[src/rtl/pipe_add_sub_pkg.sv]
// Shared definitions for the pipelined add/subtract unit.
//   OP_ADD / OP_SUB : encoding of the in_sub operation select bit
//   chunk_width()   : per-stage adder width for a given operand width and depth
package pipe_add_sub_pkg;

  localparam logic OP_ADD = 1'b0;
  localparam logic OP_SUB = 1'b1;

  // Width of the slice handled by one pipeline stage.
  function automatic int chunk_width(input int width, input int stages);
    return width / stages;
  endfunction

endpackage

[src/rtl/pipe_add_sub_if.sv]
// Handshake bus of the pipelined add/subtract unit.
//   master : operand producer / result consumer (drives in_*, out_ready)
//   slave  : the arithmetic unit (drives in_ready, out_*)
// Signals:
//   in_valid/in_ready    operand handshake
//   in_a, in_b, in_sub   operands and op select (0: A+B, 1: A-B)
//   in_tag               opaque tag returned with the result
//   out_valid/out_ready  result handshake
//   out_sum              result mod 2^WIDTH
//   out_cout, out_ovf    carry out of MSB, two's-complement overflow
//   out_tag              tag of the presented result
interface pipe_add_sub_if #(
  parameter int WIDTH = 32,
  parameter int TAG_W = 5
);
  logic             in_valid;
  logic             in_ready;
  logic [WIDTH-1:0] in_a;
  logic [WIDTH-1:0] in_b;
  logic             in_sub;
  logic [TAG_W-1:0] in_tag;
  logic             out_valid;
  logic             out_ready;
  logic [WIDTH-1:0] out_sum;
  logic             out_cout;
  logic             out_ovf;
  logic [TAG_W-1:0] out_tag;

  modport master (
    output in_valid, in_a, in_b, in_sub, in_tag, out_ready,
    input  in_ready, out_valid, out_sum, out_cout, out_ovf, out_tag
  );

  modport slave (
    input  in_valid, in_a, in_b, in_sub, in_tag, out_ready,
    output in_ready, out_valid, out_sum, out_cout, out_ovf, out_tag
  );
endinterface

[src/rtl/pipe_add_sub_stage.sv]
// One pipeline stage: CHUNK-bit adder with registered sum, carry, overflow
// and the op's valid/sub/tag side-band. All registers advance on i_en.
// Ports:
//   clk, rst_n        clock, async active-low reset
//   i_en              global advance enable
//   i_valid/i_sub/i_tag  side-band of the op entering this stage
//   i_a, i_b, i_cin   chunk operands (B already conditioned) and carry in
//   o_valid/o_sub/o_tag  registered side-band
//   o_sum, o_cout     registered chunk sum and carry out
//   o_ovf             registered (carry into chunk MSB) ^ (carry out)
module pipe_add_sub_stage #(
  parameter int CHUNK = 8,
  parameter int TAG_W = 5
) (
  input  logic             clk,
  input  logic             rst_n,
  input  logic             i_en,
  input  logic             i_valid,
  input  logic             i_sub,
  input  logic [TAG_W-1:0] i_tag,
  input  logic [CHUNK-1:0] i_a,
  input  logic [CHUNK-1:0] i_b,
  input  logic             i_cin,
  output logic             o_valid,
  output logic             o_sub,
  output logic [TAG_W-1:0] o_tag,
  output logic [CHUNK-1:0] o_sum,
  output logic             o_cout,
  output logic             o_ovf
);

  logic [CHUNK:0]   w_full;
  logic             w_c_msb;
  logic             r_valid;
  logic             r_sub;
  logic [TAG_W-1:0] r_tag;
  logic [CHUNK-1:0] r_sum;
  logic             r_cout;
  logic             r_ovf;

  // Chunk adder; the carry into the MSB is recovered from the MSB sum bit.
  always_comb begin
    w_full  = {1'b0, i_a} + {1'b0, i_b} + {{CHUNK{1'b0}}, i_cin};
    w_c_msb = i_a[CHUNK-1] ^ i_b[CHUNK-1] ^ w_full[CHUNK-1];
  end

  // Stage register: holds everything while the pipe is stalled.
  always_ff @(posedge clk or negedge rst_n) begin
    if (!rst_n) begin
      r_valid <= 1'b0;
      r_sub   <= 1'b0;
      r_tag   <= '0;
      r_sum   <= '0;
      r_cout  <= 1'b0;
      r_ovf   <= 1'b0;
    end else if (i_en) begin
      r_valid <= i_valid;
      r_sub   <= i_sub;
      r_tag   <= i_tag;
      r_sum   <= w_full[CHUNK-1:0];
      r_cout  <= w_full[CHUNK];
      r_ovf   <= w_c_msb ^ w_full[CHUNK];
    end
  end

  assign o_valid = r_valid;
  assign o_sub   = r_sub;
  assign o_tag   = r_tag;
  assign o_sum   = r_sum;
  assign o_cout  = r_cout;
  assign o_ovf   = r_ovf;

endmodule

[src/rtl/pipe_add_sub.sv]
// Pipelined add/subtract unit: WIDTH-bit operands split into STAGES chunks,
// one chunk added per stage with the carry registered between stages.
// Chunk k of the operands is skewed k stages before its adder and its sum
// is deskewed STAGES-1-k stages afterwards so all chunks leave together.
// Ports:
//   clk, rst_n  clock, async active-low reset
//   bus         pipe_add_sub_if.slave (operand/result handshake, flags, tag)
module pipe_add_sub
  import pipe_add_sub_pkg::*;
#(
  parameter int WIDTH  = 32,
  parameter int STAGES = 4,
  parameter int TAG_W  = 5
) (
  input logic           clk,
  input logic           rst_n,
  pipe_add_sub_if.slave bus
);

  localparam int CHUNK = chunk_width(WIDTH, STAGES);

  if ((WIDTH % STAGES) != 0) begin : g_width_check
    $error("pipe_add_sub: WIDTH must be a multiple of STAGES");
  end

  logic              w_adv;
  logic [WIDTH-1:0]  w_b_eff;
  logic [STAGES-1:0] w_valid;
  logic [STAGES-1:0] w_sub;
  logic [STAGES-1:0] w_cout;
  logic [STAGES-1:0] w_ovf;
  logic [TAG_W-1:0]  w_tag [STAGES];
  logic [CHUNK-1:0]  w_sum [STAGES];
  logic [WIDTH-1:0]  w_sum_out;
  logic              w_unused;

  // Single enable for every register: the pipe moves unless a result is blocked.
  assign w_adv        = !w_valid[STAGES-1] || bus.out_ready;
  assign bus.in_ready = w_adv;

  // Subtraction is A + ~B + 1; the +1 enters as chunk 0's carry-in.
  always_comb begin
    if (bus.in_sub == OP_SUB) begin
      w_b_eff = ~bus.in_b;
    end else begin
      w_b_eff = bus.in_b;
    end
  end

  for (genvar gk = 0; gk < STAGES; gk++) begin : g_chunk
    logic [CHUNK-1:0] w_a_k;
    logic [CHUNK-1:0] w_b_k;
    logic             w_cin_k;
    logic             w_vin_k;
    logic             w_sin_k;
    logic [TAG_W-1:0] w_tin_k;

    if (gk == 0) begin : g_head
      assign w_a_k   = bus.in_a[CHUNK-1:0];
      assign w_b_k   = w_b_eff[CHUNK-1:0];
      assign w_cin_k = bus.in_sub;
      assign w_vin_k = bus.in_valid;
      assign w_sin_k = bus.in_sub;
      assign w_tin_k = bus.in_tag;
    end else begin : g_skew
      logic [CHUNK-1:0] r_a_dly [gk];
      logic [CHUNK-1:0] r_b_dly [gk];

      // Input skew: chunk gk waits gk stages until its carry arrives.
      always_ff @(posedge clk or negedge rst_n) begin
        if (!rst_n) begin
          for (int j = 0; j < gk; j++) begin
            r_a_dly[j] <= '0;
            r_b_dly[j] <= '0;
          end
        end else if (w_adv) begin
          r_a_dly[0] <= bus.in_a[gk*CHUNK +: CHUNK];
          r_b_dly[0] <= w_b_eff[gk*CHUNK +: CHUNK];
          for (int j = 1; j < gk; j++) begin
            r_a_dly[j] <= r_a_dly[j-1];
            r_b_dly[j] <= r_b_dly[j-1];
          end
        end
      end

      assign w_a_k   = r_a_dly[gk-1];
      assign w_b_k   = r_b_dly[gk-1];
      assign w_cin_k = w_cout[gk-1];
      assign w_vin_k = w_valid[gk-1];
      assign w_sin_k = w_sub[gk-1];
      assign w_tin_k = w_tag[gk-1];
    end

    pipe_add_sub_stage #(
      .CHUNK (CHUNK),
      .TAG_W (TAG_W)
    ) u_stage (
      .clk     (clk),
      .rst_n   (rst_n),
      .i_en    (w_adv),
      .i_valid (w_vin_k),
      .i_sub   (w_sin_k),
      .i_tag   (w_tin_k),
      .i_a     (w_a_k),
      .i_b     (w_b_k),
      .i_cin   (w_cin_k),
      .o_valid (w_valid[gk]),
      .o_sub   (w_sub[gk]),
      .o_tag   (w_tag[gk]),
      .o_sum   (w_sum[gk]),
      .o_cout  (w_cout[gk]),
      .o_ovf   (w_ovf[gk])
    );

    if (gk == STAGES - 1) begin : g_top_chunk
      assign w_sum_out[gk*CHUNK +: CHUNK] = w_sum[gk];
    end else begin : g_deskew
      localparam int DLY = STAGES - 1 - gk;
      logic [CHUNK-1:0] r_dly [DLY];

      // Output deskew: hold this chunk's sum until the final chunk catches up.
      always_ff @(posedge clk or negedge rst_n) begin
        if (!rst_n) begin
          for (int j = 0; j < DLY; j++) begin
            r_dly[j] <= '0;
          end
        end else if (w_adv) begin
          r_dly[0] <= w_sum[gk];
          for (int j = 1; j < DLY; j++) begin
            r_dly[j] <= r_dly[j-1];
          end
        end
      end

      assign w_sum_out[gk*CHUNK +: CHUNK] = r_dly[DLY-1];
    end
  end

  // The sub bit only rides along for ordering; overflow of inner chunks is not a result.
  assign w_unused = ^{w_sub, w_ovf};

  assign bus.out_valid = w_valid[STAGES-1];
  assign bus.out_sum   = w_sum_out;
  assign bus.out_cout  = w_cout[STAGES-1];
  assign bus.out_ovf   = w_ovf[STAGES-1];
  assign bus.out_tag   = w_tag[STAGES-1];

endmodule
[src/flat_wrapper.sv]
// flat-port wrapper written by rule: the top's interface ports become plain ports
module pipe_add_sub_flat import pipe_add_sub_pkg::*;
#(
  parameter int WIDTH  = 32,
  parameter int STAGES = 4,
  parameter int TAG_W  = 5
)
  (clk, rst_n, bus_in_valid, bus_in_a, bus_in_b, bus_in_sub, bus_in_tag, bus_out_ready, bus_in_ready, bus_out_valid, bus_out_sum, bus_out_cout, bus_out_ovf, bus_out_tag);
  pipe_add_sub_if #(.WIDTH(WIDTH), .TAG_W(TAG_W)) bus_i ();
  input logic clk;
  input logic rst_n;
  input wire logic [$bits(bus_i.in_valid)-1:0] bus_in_valid;
  input wire logic [$bits(bus_i.in_a)-1:0] bus_in_a;
  input wire logic [$bits(bus_i.in_b)-1:0] bus_in_b;
  input wire logic [$bits(bus_i.in_sub)-1:0] bus_in_sub;
  input wire logic [$bits(bus_i.in_tag)-1:0] bus_in_tag;
  input wire logic [$bits(bus_i.out_ready)-1:0] bus_out_ready;
  output wire logic [$bits(bus_i.in_ready)-1:0] bus_in_ready;
  output wire logic [$bits(bus_i.out_valid)-1:0] bus_out_valid;
  output wire logic [$bits(bus_i.out_sum)-1:0] bus_out_sum;
  output wire logic [$bits(bus_i.out_cout)-1:0] bus_out_cout;
  output wire logic [$bits(bus_i.out_ovf)-1:0] bus_out_ovf;
  output wire logic [$bits(bus_i.out_tag)-1:0] bus_out_tag;
  assign bus_i.in_valid = bus_in_valid;
  assign bus_i.in_a = bus_in_a;
  assign bus_i.in_b = bus_in_b;
  assign bus_i.in_sub = bus_in_sub;
  assign bus_i.in_tag = bus_in_tag;
  assign bus_i.out_ready = bus_out_ready;
  assign bus_in_ready = bus_i.in_ready;
  assign bus_out_valid = bus_i.out_valid;
  assign bus_out_sum = bus_i.out_sum;
  assign bus_out_cout = bus_i.out_cout;
  assign bus_out_ovf = bus_i.out_ovf;
  assign bus_out_tag = bus_i.out_tag;
  pipe_add_sub #(.WIDTH(WIDTH), .STAGES(STAGES), .TAG_W(TAG_W)) u_core (.clk(clk), .rst_n(rst_n), .bus(bus_i));
endmodule
[config.mk]
export PLATFORM = sky130hd
export DESIGN_NAME = pipe_add_sub_flat
export DESIGN_NICKNAME = d
export VERILOG_FILES = /design/src/rtl/pipe_add_sub_pkg.sv /design/src/rtl/pipe_add_sub_if.sv /design/src/rtl/pipe_add_sub_stage.sv /design/src/rtl/pipe_add_sub.sv /design/src/flat_wrapper.sv
export SDC_FILE = /design/constraint.sdc
export NUM_CORES = 1
export LEC_CHECK = 0
export BUFFER_PORTS_ARGS = -buffer_cell sky130_fd_sc_hd__buf_2
export CORE_MARGIN = 1
export CORE_UTILIZATION = 60
export CTS_CLUSTER_DIAMETER = 40
export CTS_CLUSTER_SIZE = 30
export DETAILED_ROUTE_END_ITERATION = 16
export PLACE_DENSITY = 0.82
export REMOVE_ABC_BUFFERS = 1
export SYNTH_ARGS = -nofsm -noshare
export SYNTH_HDL_FRONTEND = slang
export SYNTH_SLANG_ARGS = --single-unit
[constraint.sdc]
create_clock -name clk -period 5.7 [get_ports clk]
set_input_delay 1.14 -clock clk [delete_from_list [all_inputs] [get_ports clk]]
set_output_delay 1.14 -clock clk [all_outputs]
set_load 0.02 [all_outputs]
# Word level (Yosys, flattened, before mapping)
# Cells that the tools add are included.
[classes]
n_bitwise = 4
add_sub_neg = 8
n_reduce_logical = 2
muxes = 1
[op_table]
columns = ["cell", "count"]
rows = [
  ["8-bit by 8-bit adder with 9-bit output", 4],
  ["9-bit by 1-bit adder with 9-bit output", 4],
  ["32-bit 2-to-1 mux", 1],
  ["32-bit NOT", 1],
  ["1-bit XOR", 3],
  ["1-bit logical NOT", 1],
  ["1-bit logical OR", 1],
]
[word_totals]
reg_bits = 205
input_bits = 74
wordCells = 50

# Longest topological paths before layout
# Gate-level depths: netlist (run 1).
[logic_depth]
depth_word = 4
depth_mapped = 10
ltp_nobuf = 8

# Hierarchy
# A second synthesis (run 1) with hierarchy kept.
[unflattened]
hier_cells = 673
area_unflattened_um2 = 9795.6
[by_module_without_submodules]
columns = ["mod", "area_each_um2", "seq_area_each_um2", "n_inst", "cells_each"]
rows = [
  ["pipe_add_sub", 5967.0, 3603.5, 1, 357],
  ["pipe_add_sub_stage", 957.2, 425.4, 4, 79],
]

# Worst setup path before layout (run 1)
# No wires, ideal clock.
[synth_path]
path_kind = "input port to flip-flop"
startpoint = "input bus_in_sub"
endpoint = "register u_core.g_chunk[0].u_stage.r_sum[6]"
stages = 10
slack_ps = 2775
setup_time_ps = 131
arrival_ps = 2793
path_cell_list = "buf_2 buf_2 xor2_1 inv_1 fa_1 nor2b_1 o21ai_1 a21boi_1 or3_1 nand3_1"
[synth_via]
elab_chain_cells = 3
[synth_lines]
columns = ["item", "line_no", "text"]
rows = [
  ["start: declaration", "flat_wrapper.sv:15", "input wire logic [$bits(bus_i.in_sub)-1:0] bus_in_sub;"],
  ["32-bit 2-to-1 mux", "pipe_add_sub.sv:43", "if (bus.in_sub == OP_SUB) begin"],
  ["8-bit by 8-bit adder with 9-bit output", "pipe_add_sub_stage.sv:43", "w_full = {1'b0, i_a} + {1'b0, i_b} + {{CHUNK{1'b0}}, i_cin};"],
  ["9-bit by 1-bit adder with 9-bit output *", "pipe_add_sub_stage.sv:43", ""],
  ["end signal: assignment", "pipe_add_sub_stage.sv:60", "r_sum <= w_full[CHUNK-1:0];"],
  ["end: declaration", "pipe_add_sub_stage.sv:37", "logic [CHUNK-1:0] r_sum;"],
]
# Mark *: on every way between the ends. The rest lies on a longest branch, timed or not.
# A chain may end at the register's enable or synchronous reset.

# Worst setup path in the final report (run 1)
[layout_path]
startpoint = "input bus_out_ready"
endpoint = "output bus_in_ready"
[layout_via]
elab_chain_cells = 1
[layout_lines]
columns = ["item", "line_no", "text"]
rows = [
  ["start: declaration", "flat_wrapper.sv:17", "input wire logic [$bits(bus_i.out_ready)-1:0] bus_out_ready;"],
  ["1-bit logical OR", "pipe_add_sub.sv:38", "assign w_adv = !w_valid[STAGES-1] || bus.out_ready;"],
  ["end: declaration", "flat_wrapper.sv:18", "output wire logic [$bits(bus_i.in_ready)-1:0] bus_in_ready;"],
]
# No other way between the ends.

==> flow_summary.toml, run 1 <==
[run_status]
status = "complete, no violations"

[floorplanning]
fp.coreArea_um2 = 15200
io_pins = 115
initial_core_util = 0.614
dieHeight_um = 127
num_rows = 45
die_x_um = 127
die-area_um2 = 16100

[cells_and_area]
fin_util = 0.713
layout.nets = 1227
antenna_cells = 0
multi_input_area_um2 = 3780
seqCellArea_um2 = 5130
fin_area_um2 = 10800
drive_above_1_share = 0.153
n_fill_cell = 1189
area_delta_synth_final_pct = 16.0

[synth]
synthCells = 1039
syn_area_per_cell_um2 = 8.98
yosys.cell_types.count = 41
seq_area_frac_synth = 0.550
synthArstFlopShare = 1.00
synth_top_flop_cell = "dfrtp_1"
synth_warnings = 0
ys_ff_latch = 205
netlist_area_um2 = 9340
synth_edf_count = 0

[route]
antenna_left = 0
drt-initial-drc-count = 444
firstDrtPassIters = 5
wirelength_um = 17300
route.detailed.drc = 0
vias_per_cell = 5.19
detail_route.wl_per_cell_um = 13.0
routed-via-count = 6886

[grt]
grt-ovfl-total = 0
grt_pass1_wl_um = 30300
antenna_found_initial = 0
grt_max_degree = 232
grt_pass1_vias = 6627
track_usage = 0.229

[power]
power_density_nw_per_um2 = 593
total_power_w = 0.00643
leakagePower_nw = 5.60
vdd_drop_max_uv = 316

[sta]
rsz0062_at_grt = "no"
drv_slew = 0
post-route-period-util = 0.562
fin_skew_ns = 0.0131
worstMarginPinSlew_ns = 1.03
slew_headroom = 0.316
maxClockFrequency_mhz = 312
period_needed_ns = 3.20
fin_tns_setup_ns = 0
setup_viol = 0
hold_viol_final = 0
worst_hold_slack_ns = 0.455

[cts]
cts_made_buffers = 28
cts_setup_buffers = 0
cts.sinks = 205
clk_pin_slew_worst_paths_ns = 0.06
tritoncts = "yes"
clk_path_buf_depth = 3
htree_levels = 1
clock_latency_ns = 0.52
cts_root_buf = "clkbuf_16"
cts_resized = 0
cts_hold_buf = 0

[worst_setup_path]
cp_top_family = "buffers and inverters"
crit_arrival_ns = 2.06
crit_type = "in -> out"
path_max_fanout = 92
endpoint_kind = "output pin"
start_kind = "input pin"
cpMaxStageDelayCell = "inv_6"
crit_chain = "buf_2 > nor2b_4 > inv_6 > buf_2"
critical_path.most_common_cell = "buf_2"
crit_buf_inv = 3
critical-path-max-stage-delay_ns = 0.43
cp.required_ns = 4.56

[flow_run]
cap_viol_max_count = 0

[place]
io_buffers = 114
dp_hpwl_um = 10700
placed_area_um2 = 9840
gp_congestion = 0.785

[worst_hold_path]
hp-class = "reg -> reg"
## stage by stage
| step | std cells | setup WS (ns) |
|---|---|---|
| 4_1_cts | 1328 | 2.49 |
| 5_1_grt | 1328 | 2.43 |
| 6_report | 1328 | 2.50 |
| 2_1_floorplan | 970 | -5.74 |
| 3_3_place_gp | 1276 | 2.23 |
| 3_5_place_dp | 1276 | 2.11 |
## cells in the final DEF (no fill, tap or decap), types with 6 or more instances in the layout
master,Yosys,final
xnor2_1,26,26
nand2_1,482,482
buf_2,37,113
clkbuf_16,0,28
a21oi_1,30,30
ha_1,28,28
inv_1,17,16
o31ai_1,6,6
o21ai_0,44,44
or3_1,6,6
xor2_1,19,19
fa_1,7,7
a211oi_1,6,6
o21ai_1,10,10
dfrtp_1,205,205
nor2_1,22,22
nand3_1,6,6
nor2b_1,6,6
## report_power, final
| group | total, W | switching (W) | internal [W] |
|---|---|---|---|
| clock network | 0.00180 | 0.000673 | 0.00113 |
| logic | 0.00218 | 0.00134 | 0.000836 |
| registers | 0.00245 | 0.000345 | 0.00210 |
## kinds of logic (layout without fill, tap and decap cells)
family	count (synthesis)	after routing	share of synthesized area
XOR/XNOR	45	45	0.0422
AND/OR/NAND/NOR	546	546	0.231
AO/OA/AOI/OAI	121	121	0.0772
adder cells (fa/ha/maj)	35	35	0.0525
multiplexers	1	1	0.00107
flip-flops	205	205	0.550
buffers and inverters	86	187	0.0460
## metal layers
| layer | global-route usage | up-vias | wire [um] |
|---|---|---|---|
| met5 | 0 | - | 0 |
| met4 | 0.0616 | 0 | 245 |
| met3 | 0.0299 | 23 | 586 |
| met2 | 0.383 | 140 | 8540 |
| met1 | 0.319 | 3253 | 7950 |
| li1 | - | 3470 | - |
## final timing paths
path | from | endpoint | slack (ns) | cells past startpoint
setup / recovery | bus_out_ready | bus_in_ready | 2.50 | 4
hold / removal | u_core.g_chunk[3].u_stage.o_tag[3] | u_core.g_chunk[3].u_stage.o_tag[3] | 0.46 | 2
setup reg to reg | u_core.g_chunk[2].u_stage.o_cout | u_core.g_chunk[3].u_stage.o_ovf | 3.23 | 7
hold reg to reg | u_core.g_chunk[3].u_stage.o_tag[3] | u_core.g_chunk[3].u_stage.o_tag[3] | 0.46 | 2
max in group asynchronous | rst_n | u_core.g_chunk[1].g_skew.r_b_dly[4] | 3.72 | 2
min in group asynchronous | rst_n | u_core.g_chunk[2].g_deskew.r_dly[7] | 0.68 | 1
## flip-flops by register name, indices dropped and copies added (netlist names)
register / count
u_core.bus.out_sum: 16
u_core.g_chunk.g_deskew.r_dly: 32
u_core.g_chunk.g_skew.r_a_dly: 32
u_core.g_chunk.g_skew.r_b_dly: 32
u_core.g_chunk.u_stage.o_cout: 4
u_core.g_chunk.u_stage.o_ovf: 1
u_core.g_chunk.u_stage.o_sum: 32
u_core.g_chunk.u_stage.o_tag: 20
u_core.g_chunk.u_stage.o_valid: 4
u_core.g_chunk.w_a_k: 16
u_core.g_chunk.w_b_k: 16
## cells in the mapped netlist (4+ instances only)
cell      count  area, um2
nand3_1       6       30.0
ha_1         28        350
o21ai_0      44        220
a211oi_1      6       45.0
nor2_1       22       82.6
buf_2        37        185
fa_1          7        140
nand2_1     482       1810
nor2b_1       6       37.5
a21oi_1      30        150
or3_1         6       37.5
and3_1        5       31.3
o31ai_1       6       45.0
dfrtp_1     205       5130
xor2_1       19        166
nand4_1       4       25.0
buf_4        16        120
nor3b_1       5       37.5
clkbuf_1     15       56.3
inv_1        17       63.8
a21o_1        5       37.5
o21ai_1      10       50.1
xnor2_1      26        228
## cell type report
class,instances,area share
sequential,205,0.474
clock buffer,31,0.0676
timing repair buffer,118,0.0574
clock inverter,21,0.0244
multi-input combinational,748,0.349
inverter,17,0.00635
tap,188,0.0217
## worst min-delay path, cell delays in order, from the launching register on
cell and delay, ns:
dfrtp_1 0.33, nand2_1 0.05, nand2_1 0.04
Note: power is estimated with default switching activity, not from simulation.
==> inputs of run 2 (changes only) <==
--- a/config.mk
+++ b/config.mk
@@ -5,13 +5,14 @@
 export SDC_FILE = /design/constraint.sdc
 export NUM_CORES = 1
 export LEC_CHECK = 0
+export ABC_AREA = 1
 export BUFFER_PORTS_ARGS = -buffer_cell sky130_fd_sc_hd__buf_2
 export CORE_MARGIN = 1
-export CORE_UTILIZATION = 60
+export CORE_UTILIZATION = 58
 export CTS_CLUSTER_DIAMETER = 40
 export CTS_CLUSTER_SIZE = 30
 export DETAILED_ROUTE_END_ITERATION = 16
-export PLACE_DENSITY = 0.82
+export PLACE_DENSITY = 0.8
 export REMOVE_ABC_BUFFERS = 1
 export SYNTH_ARGS = -nofsm -noshare
 export SYNTH_HDL_FRONTEND = slang
==> constraint.sdc (replaced) <==
create_clock -name clk -period 3 [get_ports clk]
set_input_delay 0.6 -clock clk [delete_from_list [all_inputs] [get_ports clk]]
set_output_delay 0.6 -clock clk [all_outputs]
set_load 0.02 [all_outputs]
==> run 2 against run 1 <==
- global-route usage decreased by 0.80 points
- worst hold slack got worse by 0.33 ns
- final cell count grew 6.3%
- register-to-register slack got worse by 2.4 ns
- critical path depth unchanged
- clock-buffer cell count down 1
- die area is 4.0% higher
- synthesized cell count increased by 4.2%
- worst setup slack got worse by 1.7 ns
- largest power group unchanged
==> flow_summary.toml, run 2 <==
[run_status]
status = "complete, no violations"

[flow_run]
cap_viol_max_count = 0

[sta]
maxClockFrequency_mhz = 452
period_needed_ns = 2.21
slew_headroom = 0.485
rsz0062_at_grt = "no"
worstMarginPinSlew_ns = 0.773
hold_viol_final = 0
setup_viol = 0
drv_slew = 0
layout_setup_ws_ns = 0.787
fin_skew_ns = 0.0115
post-route-period-util = 0.738

[cells_and_area]
layout.nets = 1283
final_common_cell = "nand2_1"
drive_above_1_share = 0.153
final_cell_mix = "477 x nand2_1, 205 x dfrtp_1, 113 x buf_2"
area_delta_synth_final_pct = 17.3
fin_util = 0.696
antenna_cells = 0
fin_area_um2 = 11000

[route]
antenna_left = 0
m1WireLength_um = 8100
detail_route.wl_per_cell_um = 12.5
routed-via-count = 7030
met3_length_um = 753
route.detailed.drc = 0
top_layer_used = "met4"
vias_per_cell = 4.98
drt-initial-drc-count = 372
firstDrtPassIters = 5
met2_length_um = 8550
wirelength_um = 17700

[worst_setup_path]
endpoint_kind = "output pin"
crit_arrival_ns = 1.61
path_max_fanout = 39
cp.required_ns = 2.40
crit_type = "reg -> out"
start_kind = "flip-flop"

[floorplanning]
num_rows = 46
initial_core_util = 0.593
die_x_um = 129
fp.coreArea_um2 = 15800
die-area_um2 = 16700
io_pins = 115
dieHeight_um = 129

[synth]
syn_area_per_cell_um2 = 8.67
synth_warnings = 0
synth_top_family_by_area = "simple AND/OR/NAND/NOR gates"
synthSimpleGateAreaFrac = 0.230
synthArstFlopShare = 1.00
synth.most_common_cell = "nand2_1"
ys_ff_latch = 205
synth_edf_count = 0
yosys-mux-area-fraction = 0
ys_top_cells_by_area = "dfrtp_1 55%, nand2_1 19%, o21ai_0 4.9%, ha_1 3.7%, xnor2_1 3.1%"
synth_xor_area_frac = 0.0392
synth_top_flop_cell = "dfrtp_1"
synth_area_leader_cell = "dfrtp_1"
synthCells = 1083
seq_area_frac_synth = 0.546
synth_commonest_cells = "477 x nand2_1, 205 x dfrtp_1, 92 x o21ai_0"
yosysTopAreaCellShare = 0.546
synth_compound_area_frac = 0.0644
synthAdderAreaFrac = 0.0522
netlist_area_um2 = 9390
yosys.cell_types.count = 23

[cts]
htree_levels = 1
cts_resized = 0
tritoncts = "yes"
cts_hold_buf = 0
cts_made_buffers = 28
clock_latency_ns = 0.52
cts_setup_buffers = 0
cts_root_buf = "clkbuf_16"
clk_path_buf_depth = 3
cts.sinks = 205
clk_pin_slew_worst_paths_ns = 0.06

[power]
power_density_nw_per_um2 = 1120
leakagePower_nw = 5.83
pwr-share-seq = 0.376
p_switching_w = 0.00454
power_frac_comb = 0.336
pwr-share-clk = 0.289
p_int_w = 0.00778
switching_share = 0.369
vdd_drop_max_uv = 589

[place]
pre_cts_ws_ns = 0.693
dp_hpwl_um = 11200
io_buffers = 114
placed_area_um2 = 9980
gp_congestion = 0.843

[grt]
grt_pass1_wl_um = 30000
grt_max_degree = 187
track_usage = 0.221
antenna_found_initial = 0
grt-ovfl-total = 0
grt_pass1_vias = 6771

[worst_hold_path]
hp-class = "in -> async"
## run 2: cell types whose count changed in the layout (fill, tap and decap cells not counted), moves of 10 or more
cell,delta
a21oi_1,-10
inv_1,+55
xor2_1,-10
nor2_1,-10
o21ai_0,+48
nand3_1,+29
## run 2: worst paths after layout
check	start	to	slack, ns	depth (start not counted)
max	u_core.g_chunk[3].u_stage.o_valid	bus_in_ready	0.79	4
min in group clk	bus_in_a[17]	u_core.g_chunk[2].g_skew.r_a_dly[9]	0.27	3
min	rst_n	u_core.g_chunk[3].u_stage.o_valid	0.12	1
min reg2reg	u_core.g_chunk[2].u_stage.o_sum[7]	u_core.g_chunk[2].g_deskew.r_dly[7]	0.46	2
max in group asynchronous	rst_n	u_core.g_chunk[3].u_stage.o_sum[6]	2.08	2
max reg2reg	u_core.g_chunk[2].u_stage.o_cout	u_core.g_chunk[3].u_stage.o_ovf	0.87	10
## run 2: power by group through the flow
| stage | combinational (W) | sequential [W] | clock [W] |
|---|---|---|---|
| 2_1_floorplan | 0.00279 | 0.00485 | 0 |
| 3_3_place_gp | 0.00399 | 0.00461 | 0 |
| 3_5_place_dp | 0.00414 | 0.00465 | 0 |
| 6_report | 0.00414 | 0.00463 | 0.00356 |
| 5_1_grt | 0.00481 | 0.00478 | 0.00373 |
| 4_1_cts | 0.00420 | 0.00463 | 0.00362 |
## run 2: metal layers
metal / up-vias / global-route usage
met2: 139 / 0.383
met3: 26 / 0.0380
li1: 3570 / -
met5: - / 0
met1: 3295 / 0.289
met4: 0 / 0.0533
## run 2: layout make-up
type                    count  area [um2]
flip-flops and latches    205        5130
fillers                  1232        4810
multi-input cells         742        3620
clock buffers              30         739
repair buffers            125         687
clock inverters            21         294
inverters                  72         273
well taps                 216         270
## run 2: logic make-up after synthesis
family	after synthesis
flops	205
simple gates	546
buf+inv	136
xor+xnor	42
compound gates	119
fa+ha+maj	35
## run 2: critical path, stage by stage (launching register included)
cell,delay (ns)
dfrtp_1,0.37
inv_1,0.09
nor2_4,0.06
inv_4,0.31
buf_2,0.25
## run 2: metrics by stage
stage	hold WS [ns]	TNS [ns]	total power, W	cells
floorplan	0.304	-342.39	0.00764	1019
global placement	0.449	0	0.00860	1360
detailed placement	0.452	0	0.00879	1360
CTS	0.164	0	0.0124	1411
global route	0.181	0	0.0133	1411
finish	0.122	0	0.0123	1411
==> inputs of run 3 (changes only) <==
--- a/config.mk
+++ b/config.mk
@@ -8,11 +8,11 @@
 export ABC_AREA = 1
 export BUFFER_PORTS_ARGS = -buffer_cell sky130_fd_sc_hd__buf_2
 export CORE_MARGIN = 1
-export CORE_UTILIZATION = 58
+export CORE_UTILIZATION = 53
 export CTS_CLUSTER_DIAMETER = 40
 export CTS_CLUSTER_SIZE = 30
 export DETAILED_ROUTE_END_ITERATION = 16
-export PLACE_DENSITY = 0.8
+export PLACE_DENSITY = 0.77
 export REMOVE_ABC_BUFFERS = 1
 export SYNTH_ARGS = -nofsm -noshare
 export SYNTH_HDL_FRONTEND = slang
==> constraint.sdc (replaced) <==
create_clock -name clk -period 1.8 [get_ports clk]
set_input_delay 0.36 -clock clk [delete_from_list [all_inputs] [get_ports clk]]
set_output_delay 0.36 -clock clk [all_outputs]
set_load 0.02 [all_outputs]
==> run 3 against run 2 <==
- the run now ends with negative setup slack left
- non-clock buffer count up 26
- sequential cell count unchanged
- global-route usage down 0.97 points
- final cell count up 2.6%
- combinational power up 77%
- clock-buffer cell count up 1
- critical path depth unchanged
- first-iteration DRC count down 21%
- worst setup slack worse by 0.85 ns
- critical path type unchanged
- highest routed layer unchanged
==> flow_summary.toml, run 3 (synthesis results as in run 2) <==
[floorplanning]
initial_core_util = 0.543
io_pins = 115
die_x_um = 135
num_rows = 48
fp.coreArea_um2 = 17300
die-area_um2 = 18300
dieHeight_um = 135

[sta]
worst_hold_slack_ns = 0.0243
slew_headroom = 0.612
drv_slew = 0
layout_setup_ws_ns = -0.0625
fin_skew_ns = 0.0140
post-route-period-util = 1.03
setup_viol = 3
rsz0062_at_grt = "yes"
hold_viol_final = 0
period_needed_ns = 1.86
worstMarginPinSlew_ns = 0.582
maxClockFrequency_mhz = 537

[grt]
grt-ovfl-total = 0
grt_pass1_wl_um = 31500
track_usage = 0.211
grt_pass1_vias = 6812
grt_max_degree = 84
antenna_found_initial = 1

[route]
detail_route.wl_per_cell_um = 12.7
vias_per_cell = 4.96
antenna_left = 0
wirelength_um = 18400
firstDrtPassIters = 5
route.detailed.drc = 0
drt-initial-drc-count = 294
routed-via-count = 7176

[power]
vdd_drop_max_uv = 1080
power_density_nw_per_um2 = 1820
leakagePower_nw = 5.92

[worst_setup_path]
reg2regPathDepth = 10
crit_arrival_ns = 1.50
cpMaxStageDelayCell = "dfrtp_1"
r2r_start = "u_core.g_chunk[3].w_a_k[0]"
start_kind = "flip-flop"
worstReg2RegEnd = "u_core.g_chunk[3].u_stage.o_ovf"
crit_chain = "inv_1 > nor2_4 > clkinv_4 > buf_2"
endpoint_kind = "output pin"
cp.required_ns = 1.44
path_max_fanout = 20
crit_type = "reg -> out"
critical-path-max-stage-delay_ns = 0.34
reg2reg_setup_slack_ns = -0.05

[cts]
cts_made_buffers = 28
cts.sinks = 205
clk_pin_slew_worst_paths_ns = 0.06
tritoncts = "yes"
clk_path_buf_depth = 3
htree_levels = 1
clock_latency_ns = 0.53
cts_root_buf = "clkbuf_16"

[cells_and_area]
final_common_cell = "nand2_1"
seqCellArea_um2 = 5130
area_delta_synth_final_pct = 19.8
final_cell_mix = "474 x nand2_1, 205 x dfrtp_1, 113 x buf_2"
multi_input_area_um2 = 3660
layout.nets = 1309
n_fill_cell = 1450
fin_util = 0.650
drive_above_1_share = 0.183

[worst_hold_path]
worstHoldPathCells = 3
hp-class = "in -> reg"
whs_endpoint = "u_core.g_chunk[1].g_skew.r_a_dly[2]"
worstHoldStart = "bus_in_a[10]"

[run_status]
status = "finished with violations"
violations = "negative setup slack"

[place]
gp_congestion = 0.865
io_buffers = 114
dp_hpwl_um = 11900

[flow_run]
cap_viol_max_count = 0
==> run 3: cell count changes in the layout (fill, tap and decap cells not counted), sizes merged <==
cell and change:
bufinv -5, clkinvlp +2, diode +1, dlygate4sd3 +1, clkinv +3, buf +25, clkbuf +1
==> run 3: timing repair <==
action | in CTS | in global routing
buffers inserted | 1 | 6
pin swaps | 2 | 9
endpoints found under the setup margin | 7 | 10
hold endpoints to repair | 58 | 0
hold buffers | 1 | 0
gates resized for setup | 6 | 12
gates cloned | 0 | 0
==> run 3: worst max-delay path by stage <==
stage	start	to	slack, ns	depth (start not counted)
2_1_floorplan	u_core.g_chunk[3].u_stage.o_valid	u_core.g_chunk[0].u_stage.o_sum[0]	-3.51	5
3_3_place_gp	u_core.g_chunk[2].u_stage.o_cout	u_core.g_chunk[3].u_stage.o_ovf	-0.20	10
3_5_place_dp	u_core.g_chunk[2].u_stage.o_cout	u_core.g_chunk[3].u_stage.o_ovf	-0.28	10
4_1_cts	u_core.g_chunk[3].w_a_k[0]	u_core.g_chunk[3].u_stage.o_ovf	-0.04	10
5_1_grt	u_core.g_chunk[3].w_a_k[0]	u_core.g_chunk[3].u_stage.o_ovf	-0.17	10
6_report	u_core.g_chunk[3].u_stage.o_valid	bus_in_ready	-0.06	4
==> run 3: layer usage <==
| metal | track usage | part of all wire |
|---|---|---|
| met1 | 0.283 | 0.45 |
| met5 | 0 | 0 |
| met2 | 0.351 | 0.48 |
| met4 | 0.0718 | 0.022 |
| met3 | 0.0312 | 0.041 |
==> run 3: area by class of cell <==
class | instances | area share
clock buffers | 31 | 0.0670
multi-input cells | 742 | 0.326
repair buffers | 151 | 0.0853
well taps | 225 | 0.0250
diodes | 1 | 0.000222
flip-flops and latches | 205 | 0.456
clock inverters | 21 | 0.0165
inverters | 72 | 0.0245
==> run 3: metrics by stage <==
| step | std cells | TNS (ns) | cell area, um2 | total power, W | worst slack (ns) |
|---|---|---|---|---|---|
| 2_1_floorplan | 1019 | -576.53 | 9020 | 0.0127 | -3.51 |
| 3_3_place_gp | 1387 | -0.572 | 10200 | 0.0146 | -0.205 |
| 3_5_place_dp | 1387 | -1.11 | 10200 | 0.0149 | -0.275 |
| 4_1_cts | 1441 | -0.0555 | 11200 | 0.0205 | -0.0414 |
| 5_1_grt | 1448 | -0.538 | 11200 | 0.0221 | -0.174 |
| 6_report | 1448 | -0.151 | 11200 | 0.0204 | -0.0625 |
==> run 3: report_power, final <==
group / switching (W) / internal, W / leakage [nW]
Sequential: 0.00108 / 0.00665 / 2.49
Clock: 0.00224 / 0.00312 / 0.449
Combinational: 0.00450 / 0.00283 / 2.99
==> run 3: worst max-delay path, delay by kind of cell, from the launching register on <==
family / cells / cell delay (ns)
buffers and inverters: 3 / 0.46
and+or+nand+nor: 1 / 0.17
DFF: 1 / 0.34
